**src/rtl/div_result_pkg.sv**
```systemverilog
// Shared types, widths and the BCD nibble correction for the divider result stage.
package div_result_pkg;

  localparam int N_BITS   = 7;
  localparam int N_DIGITS = 3;
  localparam int BCD_W    = 4 * N_DIGITS;
  localparam int SCR_W    = BCD_W + N_BITS;
  localparam int CNT_W    = 3;

  typedef enum logic [1:0] {
    IDLE   = 2'd0,
    CONV_Q = 2'd1,
    CONV_R = 2'd2,
    UPDATE = 2'd3
  } state_e;

  // Double-dabble pre-shift correction: a digit of 5 or more would carry
  // past 9 after doubling, so bias it by 3 first.
  function automatic logic [3:0] add3(input logic [3:0] nib);
    return (nib >= 4'd5) ? nib + 4'd3 : nib;
  endfunction

endpackage

```
**src/rtl/bin2bcd_iter.sv**
```systemverilog
// One-iteration-per-clock binary to BCD converter (shift-add-3).
// load primes the scratch register with a fresh operand; each step applies
// the digit correction and shifts. bcd_out is the digit field as it will
// stand after the current step, so the caller can capture the final value
// on the same edge the last step would land.
module bin2bcd_iter
  import div_result_pkg::*;
(
  input  logic              clk,
  input  logic              rst,
  input  logic              load,
  input  logic              step,
  input  logic [N_BITS-1:0] bin_in,
  output logic [BCD_W-1:0]  bcd_out,
  output logic              last
);

  logic [SCR_W-1:0] scr_q, scr_d;
  logic [SCR_W-1:0] adj;
  logic [SCR_W-1:0] shifted;
  logic [CNT_W-1:0] cnt_q, cnt_d;

  // Correct every BCD digit, then shift {bcd, bin} left by one.
  always_comb begin
    adj = scr_q;
    for (int d = 0; d < N_DIGITS; d++) begin
      adj[N_BITS + 4*d +: 4] = add3(scr_q[N_BITS + 4*d +: 4]);
    end
    shifted = adj << 1;
  end

  assign bcd_out = shifted[SCR_W-1:N_BITS];
  assign last    = (cnt_q == CNT_W'(N_BITS - 1));

  // Load takes priority so the caller can finish one operand and start the next together.
  always_comb begin
    scr_d = scr_q;
    cnt_d = cnt_q;
    if (load) begin
      scr_d = {{BCD_W{1'b0}}, bin_in};
      cnt_d = '0;
    end else if (step) begin
      scr_d = shifted;
      cnt_d = last ? '0 : cnt_q + 1'b1;
    end
  end

  // Scratch and iteration counter registers.
  always_ff @(posedge clk or negedge rst) begin
    if (!rst) begin
      scr_q <= '0;
      cnt_q <= '0;
    end else begin
      scr_q <= scr_d;
      cnt_q <= cnt_d;
    end
  end

endmodule

```
**src/rtl/div_result_bcd.sv**
```systemverilog
// Captures a divider result on the rising edge of done_in and converts the
// quotient and remainder to packed BCD {hundreds, tens, units}.
//
// state  | meaning
// IDLE   | waiting for a done_in rising edge; outputs hold last result
// CONV_Q | converting the quotient, one bit per clock
// CONV_R | converting the remainder, one bit per clock
// UPDATE | publishing both results, raising valid
module div_result_bcd #(
  parameter int N_BITS   = 7,
  parameter int N_DIGITS = 3
) (
  input  logic                  clk,
  input  logic                  rst,
  input  logic                  done_in,
  input  logic [N_BITS-1:0]     Q_in,
  input  logic [N_BITS-1:0]     R_in,
  output logic [4*N_DIGITS-1:0] Q_bcd,
  output logic [4*N_DIGITS-1:0] R_bcd,
  output logic                  busy,
  output logic                  valid
);

  import div_result_pkg::*;

  localparam int OUT_W = 4 * N_DIGITS;

  state_e            state_q, state_d;
  logic              done_dly_q;
  logic [N_BITS-1:0] r_hold_q, r_hold_d;
  logic [OUT_W-1:0]  q_res_q, q_res_d;
  logic [OUT_W-1:0]  r_res_q, r_res_d;
  logic [OUT_W-1:0]  q_bcd_q, q_bcd_d;
  logic [OUT_W-1:0]  r_bcd_q, r_bcd_d;
  logic              valid_q, valid_d;

  logic              trig;
  logic              conv_load;
  logic              conv_step;
  logic [N_BITS-1:0] conv_bin;
  logic [OUT_W-1:0]  conv_bcd;
  logic              conv_last;

  assign trig = done_in & ~done_dly_q;

  // The quotient goes straight into the converter's binary field at the
  // trigger edge, which doubles as its hold register; the remainder is held
  // here until the quotient pass finishes.
  assign conv_bin = (state_q == IDLE) ? Q_in : r_hold_q;

  bin2bcd_iter u_conv (
    .clk     (clk),
    .rst     (rst),
    .load    (conv_load),
    .step    (conv_step),
    .bin_in  (conv_bin),
    .bcd_out (conv_bcd),
    .last    (conv_last)
  );

  // Next-state and datapath control.
  always_comb begin
    state_d   = state_q;
    r_hold_d  = r_hold_q;
    q_res_d   = q_res_q;
    r_res_d   = r_res_q;
    q_bcd_d   = q_bcd_q;
    r_bcd_d   = r_bcd_q;
    valid_d   = valid_q;
    conv_load = 1'b0;
    conv_step = 1'b0;
    unique case (state_q)
      IDLE: begin
        if (trig) begin
          r_hold_d  = R_in;
          conv_load = 1'b1;
          valid_d   = 1'b0;
          state_d   = CONV_Q;
        end
      end
      CONV_Q: begin
        conv_step = 1'b1;
        if (conv_last) begin
          q_res_d   = conv_bcd;
          conv_load = 1'b1;
          state_d   = CONV_R;
        end
      end
      CONV_R: begin
        conv_step = 1'b1;
        if (conv_last) begin
          r_res_d = conv_bcd;
          state_d = UPDATE;
        end
      end
      UPDATE: begin
        q_bcd_d = q_res_q;
        r_bcd_d = r_res_q;
        valid_d = 1'b1;
        state_d = IDLE;
      end
      default: state_d = IDLE;
    endcase
  end

  // State, edge detector and result registers.
  always_ff @(posedge clk or negedge rst) begin
    if (!rst) begin
      state_q    <= IDLE;
      done_dly_q <= 1'b0;
      r_hold_q   <= '0;
      q_res_q    <= '0;
      r_res_q    <= '0;
      q_bcd_q    <= '0;
      r_bcd_q    <= '0;
      valid_q    <= 1'b0;
    end else begin
      state_q    <= state_d;
      done_dly_q <= done_in;
      r_hold_q   <= r_hold_d;
      q_res_q    <= q_res_d;
      r_res_q    <= r_res_d;
      q_bcd_q    <= q_bcd_d;
      r_bcd_q    <= r_bcd_d;
      valid_q    <= valid_d;
    end
  end

  assign Q_bcd = q_bcd_q;
  assign R_bcd = r_bcd_q;
  assign busy  = (state_q != IDLE);
  assign valid = valid_q;

endmodule
```
**config.mk**
```make
export PLATFORM = sky130hd
export DESIGN_NAME = div_result_bcd
export DESIGN_NICKNAME = d
export VERILOG_FILES = /design/src/rtl/div_result_pkg.sv /design/src/rtl/bin2bcd_iter.sv /design/src/rtl/div_result_bcd.sv
export SDC_FILE = /design/constraint.sdc
export NUM_CORES = 1
export LEC_CHECK = 0
export ABC_AREA = 0
export BUFFER_PORTS_ARGS = -buffer_cell sky130_fd_sc_hd__buf_2
export CORE_MARGIN = 4
export CORE_UTILIZATION = 55
export CTS_BUF_LIST = sky130_fd_sc_hd__clkbuf_8
export DETAILED_ROUTE_END_ITERATION = 10
export HOLD_SLACK_MARGIN = 0.1
export PLACE_DENSITY = 0.82
export SLEW_MARGIN = 20
export SYNTH_ARGS = -nofsm -noshare
export SYNTH_HDL_FRONTEND = slang
export SYNTH_HIERARCHICAL = 1
export SYNTH_SLANG_ARGS = --single-unit
```
**constraint.sdc**
```tcl
create_clock -name clk -period 1.79 [get_ports clk]
set_input_delay 0.358 -clock clk [delete_from_list [all_inputs] [get_ports clk]]
set_output_delay 0.358 -clock clk [all_outputs]
set_load 0.01 [all_outputs]
```
Yosys cells after proc, flatten, opt, wreduce, memory -nomap -nowiden:

Index checks and enable logic that the tools add are counted.

* bits in registers: 81
* word-level logic and storage cells: 55
* bits of input ports: 17

* order comparisons: 3
* muxes and demuxes: 19
* equal/unequal tests: 7
* reduce and logical (&&, ||, !) cells: 10
* add/sub/neg operators: 4
* bitwise operators: 2

Operators with widths (count)
* 19-bit two-way mux: 2
* 4-bit by 3-bit >= comparator with 1-bit output (second input constant): 3
* 3-bit two-way mux: 4
* 4-bit by 2-bit adder with 4-bit output (second input constant): 2
* 4-bit two-way mux: 2
* 2-bit one-hot mux with 4 select lines: 1
* 2-bit AND reduction: 4
* 7-bit two-way mux: 1
* 2-bit two-way mux: 3
* 2-bit nonzero test: 3
* 2-bit == test (second input constant): 2
* 1-bit two-way mux: 4
* 2-bit by 1-bit != test with 1-bit output (second input constant): 2
* 1-bit one-hot mux with 2 select lines: 2
* 3-bit by 1-bit adder with 3-bit output (second input constant): 1
* 3-bit by 2-bit adder with 3-bit output (second input constant): 1
* 3-bit == test (second input constant): 1
* 3-bit AND reduction: 1
* 2-bit by 1-bit == test with 1-bit output (second input constant): 1
* 2-bit zero test: 1
* 2-bit != test (second input constant): 1
* 2-bit OR reduction: 1
* 1-bit AND: 1
* 1-bit NOT: 1

Depth between registers and ports, before layout:

Gate-level depths: netlist of run 1.

* depth in word-level cells: 5
* depth in mapped cells: 10
* gate-level depth less buffers: 7

Cells and area by module:

The synthesis of run 1 kept the hierarchy.

Modules (own cells, without submodules)
* div_result_bcd: cells an instance 149, area each 2407.3 um^2, instances 1, sequential area each 1476.4 um^2
* bin2bcd_iter: cells an instance 157, area each 1387.6 um^2, instances 1, sequential area each 550.5 um^2

Worst setup path before layout of run 1:

No wires, ideal clock.

* path type: register to register
* from: reg state_q[0]
* to: reg u_conv.scr_q[12]
* path slack: -199 ps
* period minus slack after synthesis: 1989 ps
* path buffers: 3
* setup time: 135 ps
* arrival: 1853 ps
* cell stages (with the launch flop): 11
* data required time: 1655 ps
* cell sequence: dfrtp_1 > inv_1 > ha_1 > inv_2 > or2_1 > buf_6 > o21ai_0 > buf_2 > clkbuf_1 > nand4b_1 > o311ai_1

* elaborated cells on any way between the ends: 8
* those cells by class: 2 x eq/ne; 3 x mux; 3 x reduce/logical

RTL lines
* start: declaration: line div_result_bcd.sv:28 `state_e state_q, state_d;`
* start signal: assignment: line div_result_bcd.sv:118 `state_q <= state_d;`
* 2-bit by 1-bit == test with 1-bit output / 2-bit zero test (equally long branches): line div_result_bcd.sv:72 `unique case (state_q)`
* 1-bit one-hot mux with 2 select lines *: line div_result_bcd.sv:72
* net conv_load: line div_result_bcd.sv:38 `logic conv_load;`
* 19-bit two-way mux / 2-bit nonzero test (equally long branches)
* end signal: assignment: line bin2bcd_iter.sv:54 `scr_q <= scr_d;`
* end: declaration: line bin2bcd_iter.sv:18 `logic [SCR_W-1:0] scr_q, scr_d;`

Mark *: on every way through the listed nets, which the timed path passes. The rest lies on a longest branch.
A chain may end at the register's enable or synchronous reset.

Worst setup path after layout of run 1:

* from: reg u_conv.scr_q[12]
* to: reg q_res_q[5]

* longest elaborated chain between the ends: 2

Ends and longest elaborated chain
* 4-bit by 3-bit >= comparator with 1-bit output: line div_result_pkg.sv:20 `return (nib >= 4'd5) ? nib + 4'd3 : nib;`
* 4-bit two-way mux: line div_result_pkg.sv:20
* net conv_bcd[5]: line div_result_bcd.sv:41 `logic [OUT_W-1:0] conv_bcd;`
* end signal: assignment: line div_result_bcd.sv:121 `q_res_q <= q_res_d;`
* end: declaration: line div_result_bcd.sv:31 `logic [OUT_W-1:0] q_res_q, q_res_d;`

The timed path passes the listed nets, and every way through them passes these cells.

==> impl_metrics.csv, run 1 <==
group,metric,value,unit
outcome,status,"finished, final reports clean",
yosys,synth_edf_count,0,
detailed_routing,antenna_left,0,
die,ios,43,
global_route,antenna_found_initial,0,
place,port_buffers,42,
sta,fmax,577,MHz
clock_tree,insertion_delay,350,ps
sta,setup_viol,0,
global_route,grt-ovfl-total,0,
clock_tree,clock-sinks,81,
clock_tree,cts_tree,"built",
place,hpwl,4520,µm
yosys,ys_seq_area_share,53.4,%
yosys,yosys_warnings,6,
die,core,6760,µm²
critical_path,crit_path_end_kind,"register",
sta,finalMaxSlewViolations,0,
yosys,synthFlopType,"dfrtp_1",
finish,area_growth,14.9,%
finish,drive_above_1_share,43.1,%
critical_path,slowest_stage,"dfrtp_1",
critical_path,start_kind,"register",
critical_path,reg2reg_from,"u_conv/scr_q[12]",
global_route,grtUsageTotal,17.5,%
critical_path,r2r_cells,6,
detailed_routing,drt_iter0_drc,117,
critical_path,slowest_delay,400,ps
global_route,grt_pass1_vias,2438,
critical_path,cp.arrival,1970,ps
yosys,postSynthCellCount,306,
clock_tree,cts_buffer_depth,2,
critical_path,crit_required,2030,ps
die,die_area,8290,µm²
global_route,grt_pass1_wl,11500,µm
clock_tree,cts_buffers,9,
detailed_routing,via_per_inst,5.51,
place,dp_cells,415,
sta,fin_crit,1730,ps
place,place_ws,-52.6,ps
critical_path,crit_type,"reg2reg",
pwr,p_leak,2.15,nW
yosys,syn_area,3790,µm²
detailed_routing,drc,0,
detailed_routing,wl_per_cell,15.6,µm
job,drv_cap,0,
die,initial_core_util,56.2,%
clock_tree,path_clk_slew,80,ps
yosys,ys_ff_latch,81,
critical_path,worstReg2RegEnd,"q_res_q[5]",
die,row_count,30,
yosys,avgSynthCellArea,12.4,µm²
yosys,yosysTopAreaCell,"dfrtp_1",
pwr,powerDensity,1890,nW/µm²
sta,slew_headroom,71.1,%
critical_path,path_cells,"inv_1 > ha_1 > nand2b_1 > a21oi_4 > xnor2_1 > mux2_2",
critical_path,crit_path_max_fanout,5,
detailed_routing,routed_wirelength,6800,µm
place,place_congestion,0.861,
die,die_x,91.1,µm
min_path,min_path_type,"in2reg",
yosys,synth.area.top_cells,"dfrtp_1 (53%), mux2_2 (17%), ha_1 (3.6%), mux2_4 (2.8%), nand2_1 (2.8%)",
sta,setup_slack,58.1,ps
finish,n_antenna_cell,0,
clock_tree,clockRootBuffer,"clkbuf_8",
yosys,yosysTopAreaCellShare,53.4,%
detailed_routing,drtPass1Iterations,4,
sta,worstMarginPinSlew,433,ps
finish,finalNonFillerCells,435,
clock_tree,cts_max_level,3,
sta,hold_viol_final,0,
die,die_h,91.1,µm
critical_path,startpoint,"u_conv/scr_q[12]",
global_route,grt_max_degree,82,
yosys,syn-num-nets,334,
detailed_routing,vias,2398,
pwr,peakVddDrop,0.991,mV
yosys,synth_cell_types,37,
yosys,synthArstFlopShare,100,%
finish,fin_nets,378,
critical_path,endpoint,"q_res_q[5]",
sta,fin_worst_skew,6.79,ps
sta,period_share,96.8,%
critical_path,rrSetupSlack,60,ps
finish,fin_util,64.5,%
## state kept, by name, indices dropped and copies added, names as in the netlist
signal and flops:
q_res_q 12, valid 1, state_q 2, u_conv/scr_q 19, u_conv/cnt_q 3, done_dly_q 1, R_bcd 12, Q_bcd 12
r_res_q 12, r_hold_q 7
## worst min-delay path by stage
stage	slack, ps	cells past startpoint	to	from
final	160	1	done_dly_q	done_in
after global routing	150	1	done_dly_q	done_in
after CTS	140	1	done_dly_q	done_in
after detailed placement	420	2	r_res_q[5]	rst
after global placement	410	2	Q_bcd[5]	rst
after floorplan	60	0	Q_bcd[0]	rst
## layer usage
layer / part of all wire [%] / GRT usage, % / up-vias / wire [µm]
met1: 45 / 22.7 / 1195 / 3070
met4: 1.2 / 7.41 / 0 / 82
li1: - / - / 1145 / -
met5: 0 / 0 / - / 0
met2: 50 / 27.7 / 50 / 3400
met3: 3.6 / 4.56 / 8 / 247
## layout make-up
cell class	instances	area, µm²
fill	532	2400
sequential	81	2030
multi-input combinational	189	1630
timing repair buffer	59	368
clock buffer	9	124
tap	80	100
clock inverter	7	71.3
inverter	10	37.5
## through the flow
stage	instance area (µm²)	setup TNS [ps]	hold slack [ps]	power, mW
2_1_floorplan	3830	-5.29	62.4	6.10
3_3_place_gp	4090	0	414	6.57
3_5_place_dp	4090	-367	418	6.77
4_1_cts	4300	0	139	8.11
5_1_grt	4360	-18.1	146	8.89
6_report	4360	0	159	8.24
## report_power, final
part           switching (mW)  internal, mW  leakage (nW)
sequential              0.513          2.59          1.04
clock                   0.669         0.641        0.0912
combinational            1.91          1.92          1.02
## synth_stat cells, types with 4 or more instances
cell type   n
mux2_2     56
buf_4      13
ha_1       11
inv_1       8
nand4b_1    4
nor2_1     14
mux2i_1    10
dfrtp_1    81
o21ai_0    10
a21oi_1     5
mux2_4      7
buf_2      10
a311oi_1    4
nand2_1    28
nand2b_1    5
## cells by family (layout without fill, tap and decap cells)
logic type	Yosys count	after routing	share of synthesized area (%)
AO/OA/AOI/OAI	37	38	6.50
XOR/XNOR	3	3	0.693
adder cells (fa/ha/maj)	11	11	3.63
buffers and inverters	37	85	5.47
flip-flops	81	81	53.4
multiplexers	73	73	22.0
AND/OR/NAND/NOR	64	64	8.28
## what timing repair did
item	CTS	global route
pin swaps	0	2
gates cloned	0	1
resized for setup	1	7
setup endpoints to repair	16	21
hold buffers	1	0
setup buffers	0	2
hold endpoints to repair	81	0
## worst max-delay path, delay by kind of cell, from the launching register on
family                   cells  cell delay (ps)
AO/OA/AOI/OAI                1              280
multiplexers                 1              290
XOR/XNOR                     1              160
AND/OR/NAND/NOR              1              150
adder cells (fa/ha/maj)      1              210
buffers and inverters        1              140
flip-flops                   1              400
## cells in the final DEF, fill, tap and decap left out, drive strengths merged, types with 4 or more instances in the layout
master	n
dfrtp	81
mux2	63
buf	58
nand2	28
nor2	14
o21ai	14
ha	11
mux2i	10
inv	10
clkbuf	9
a21oi	8
nand2b	6
a311oi	4
nand4b	4
No activity file was read; power rests on OpenSTA's default activity.
==> run 2, diff against run 1 <==
--- a/config.mk
+++ b/config.mk
@@ -6,7 +6,7 @@
 export NUM_CORES = 1
 export LEC_CHECK = 0
 export ABC_AREA = 0
-export BUFFER_PORTS_ARGS = -buffer_cell sky130_fd_sc_hd__buf_2
+export BUFFER_PORTS_ARGS = -buffer_cell sky130_fd_sc_hd__buf_4
 export CORE_MARGIN = 4
 export CORE_UTILIZATION = 55
 export CTS_BUF_LIST = sky130_fd_sc_hd__clkbuf_8
==> run 2 against run 1 <==
Effect of this change:
- clock-buffer cell count is 2 higher
- die area unchanged
- clock power is 15% higher
- non-clock buffer count grew 8
- sequential cell count did not move
- critical path depth did not move
- wire length down 0.72%
- register-to-register slack gained 20 ps
- worst hold slack got worse by 19 ps
- sequential power hardly changed
- via count up 0.54%
- critical endpoint is now u_conv/scr_q[12]
- largest cell class unchanged
- largest power group unchanged
==> impl_metrics.csv, run 2 (same netlist as run 1, synthesis figures left out) <==
group,metric,value,unit
detailed_routing,drc,0,
finish,seqCellArea,2030,µm²
place,port_buffers,42,
critical_path,crit_type,"reg2reg",
sta,fmax,586,MHz
clock_tree,cts_tree,"built",
global_route,grt_max_degree,41,
place,hpwl,4830,µm
outcome,status,"finished, final reports clean",
critical_path,crit_path_max_fanout,6,
finish,regMostFlops,"u_conv/scr_q",
clock_tree,insertion_delay,350,ps
detailed_routing,drt_iter0_drc,116,
clock_tree,cts_max_level,3,
min_path,hold_start,"done_in",
die,row_count,30,
sta,period_share,95.4,%
detailed_routing,wl_per_cell,15.3,µm
die,initial_core_util,56.2,%
finish,layout_common_cells,"dfrtp_1 (81), buf_4 (62), mux2_2 (56)",
sta,setup_tns,0,ps
sta,fin_crit,1710,ps
pwr,powerDensity,1880,nW/µm²
critical_path,rrSetupSlack,80,ps
min_path,holdPathEnd,"done_dly_q",
global_route,grt-ovfl-total,0,
sta,worstMarginPinSlew,407,ps
pwr,power.total,8.61,mW
detailed_routing,vias,2411,
clock_tree,clockRootBuffer,"clkbuf_8",
clock_tree,clock-sinks,81,
clock_tree,cts_buffers,9,
global_route,grt_pass1_wl,11600,µm
finish,final.fill_count,491,
detailed_routing,drtPass1Iterations,4,
finish,fin_nets,385,
place,place_congestion,0.797,
critical_path,r2r_cells,6,
finish,largest_reg_flops,19,
sta,hold_viol_final,0,
die,core,6760,µm²
finish,n_antenna_cell,0,
sta,rsz0062_at_grt,"false",
finish,area_growth,20.3,%
min_path,hold_depth,1,
global_route,grt_pass1_vias,2477,
sta,fin_worst_skew,8.73,ps
critical_path,reg2reg_from,"u_conv/scr_q[11]",
critical_path,cp.arrival,1960,ps
global_route,grtUsageTotal,17.4,%
detailed_routing,routed_wirelength,6750,µm
critical_path,crit_path_end_kind,"register",
sta,whs,141,ps
critical_path,worstReg2RegEnd,"u_conv/scr_q[12]",
critical_path,start_kind,"register",
critical_path,crit_required,2040,ps
pwr,peakVddDrop,0.959,mV
die,die_h,91.1,µm
die,die_area,8290,µm²
finish,drive_above_1_share,44.5,%
sta,slew_headroom,72.8,%
die,ios,43,
detailed_routing,via_per_inst,5.45,
min_path,min_path_type,"in2reg",
clock_tree,cts_buffer_depth,2,
job,drv_cap,0,
clock_tree,path_clk_slew,70,ps
die,die_x,91.1,µm
sta,finalMaxSlewViolations,0,
finish,multi_input_area,1620,µm²
sta,setup_viol,0,
detailed_routing,antenna_left,0,
global_route,antenna_found_initial,0,
pwr,p_leak,2.23,nW
finish,layout_commonest_cell,"dfrtp_1",
run 2: changes by cell type in the layout (fill, tap and decap cells not counted), sizes merged:
cell,before,now
bufinv,1,2
clkinv,3,0
clkinvlp,3,2
o21ai,14,13
clkbuf,9,11
buf,58,66
inv,10,11
run 2: layout make-up:
cell class / instances / area share (%)
Sequential cell: 81 / 44.4
Multi-Input combinational cell: 188 / 35.4
Timing Repair Buffer: 67 / 12.2
Clock buffer: 11 / 3.32
Tap cell: 80 / 2.19
Clock inverter: 5 / 1.73
Inverter: 10 / 0.822
run 2: where the power goes:
| group | total (mW) | leakage, nW | internal, mW | switching (mW) |
|---|---|---|---|---|
| clock network | 1.50 | 0.113 | 0.856 | 0.643 |
| logic | 4.00 | 1.08 | 2.12 | 1.89 |
| registers | 3.10 | 1.04 | 2.59 | 0.509 |
| total | 8.61 | 2.23 | 5.57 | 3.04 |
run 2: how the worst max path moves through the flow:
stage,startpoint,endpoint,cells after the start
final,u_conv/scr_q[11],u_conv/scr_q[12],6
after global routing,u_conv/scr_q[11],q_res_q[5],6
after CTS,state_q[0],u_conv/scr_q[16],7
after detailed placement,state_q[0],u_conv/scr_q[16],8
after global placement,state_q[0],u_conv/scr_q[16],8
after floorplan,state_q[1],u_conv/scr_q[12],9
run 2: repair_timing:
| action | CTS | global route |
|---|---|---|
| gates resized for setup | 2 | 6 |
| setup endpoints to repair | 14 | 8 |
| hold buffers | 1 | 0 |
| buffers inserted | 3 | 1 |
| endpoints found under the hold margin | 24 | 0 |
| pin swaps | 1 | 3 |
run 2: worst max-delay path, cell delays in order (launching register included):
cell	delay, ps
dfrtp_1	450
inv_1	100
ha_1	240
nand2b_1	190
a21oi_4	110
or4_1	400
o311ai_1	100
run 2: per-layer routing:
layer,GRT usage (%),vias to the layer above,routed length (µm)
met5,0,-,0
met4,8.92,0,153
met3,3.15,13,275
met2,28.2,49,3330
met1,22.3,1182,2990
li1,-,1167,-
run 2: metrics by stage:
step	utilization (%)	std cells	cell area (µm²)	worst slack, ps
6_report	67.6	442	4570	82.9
5_1_grt	67.6	442	4570	1.24
4_1_cts	67.1	441	4530	15.0
3_5_place_dp	62.9	421	4250	-149
3_3_place_gp	62.9	421	4250	-65.5
2_1_floorplan	-	306	3830	-5.29
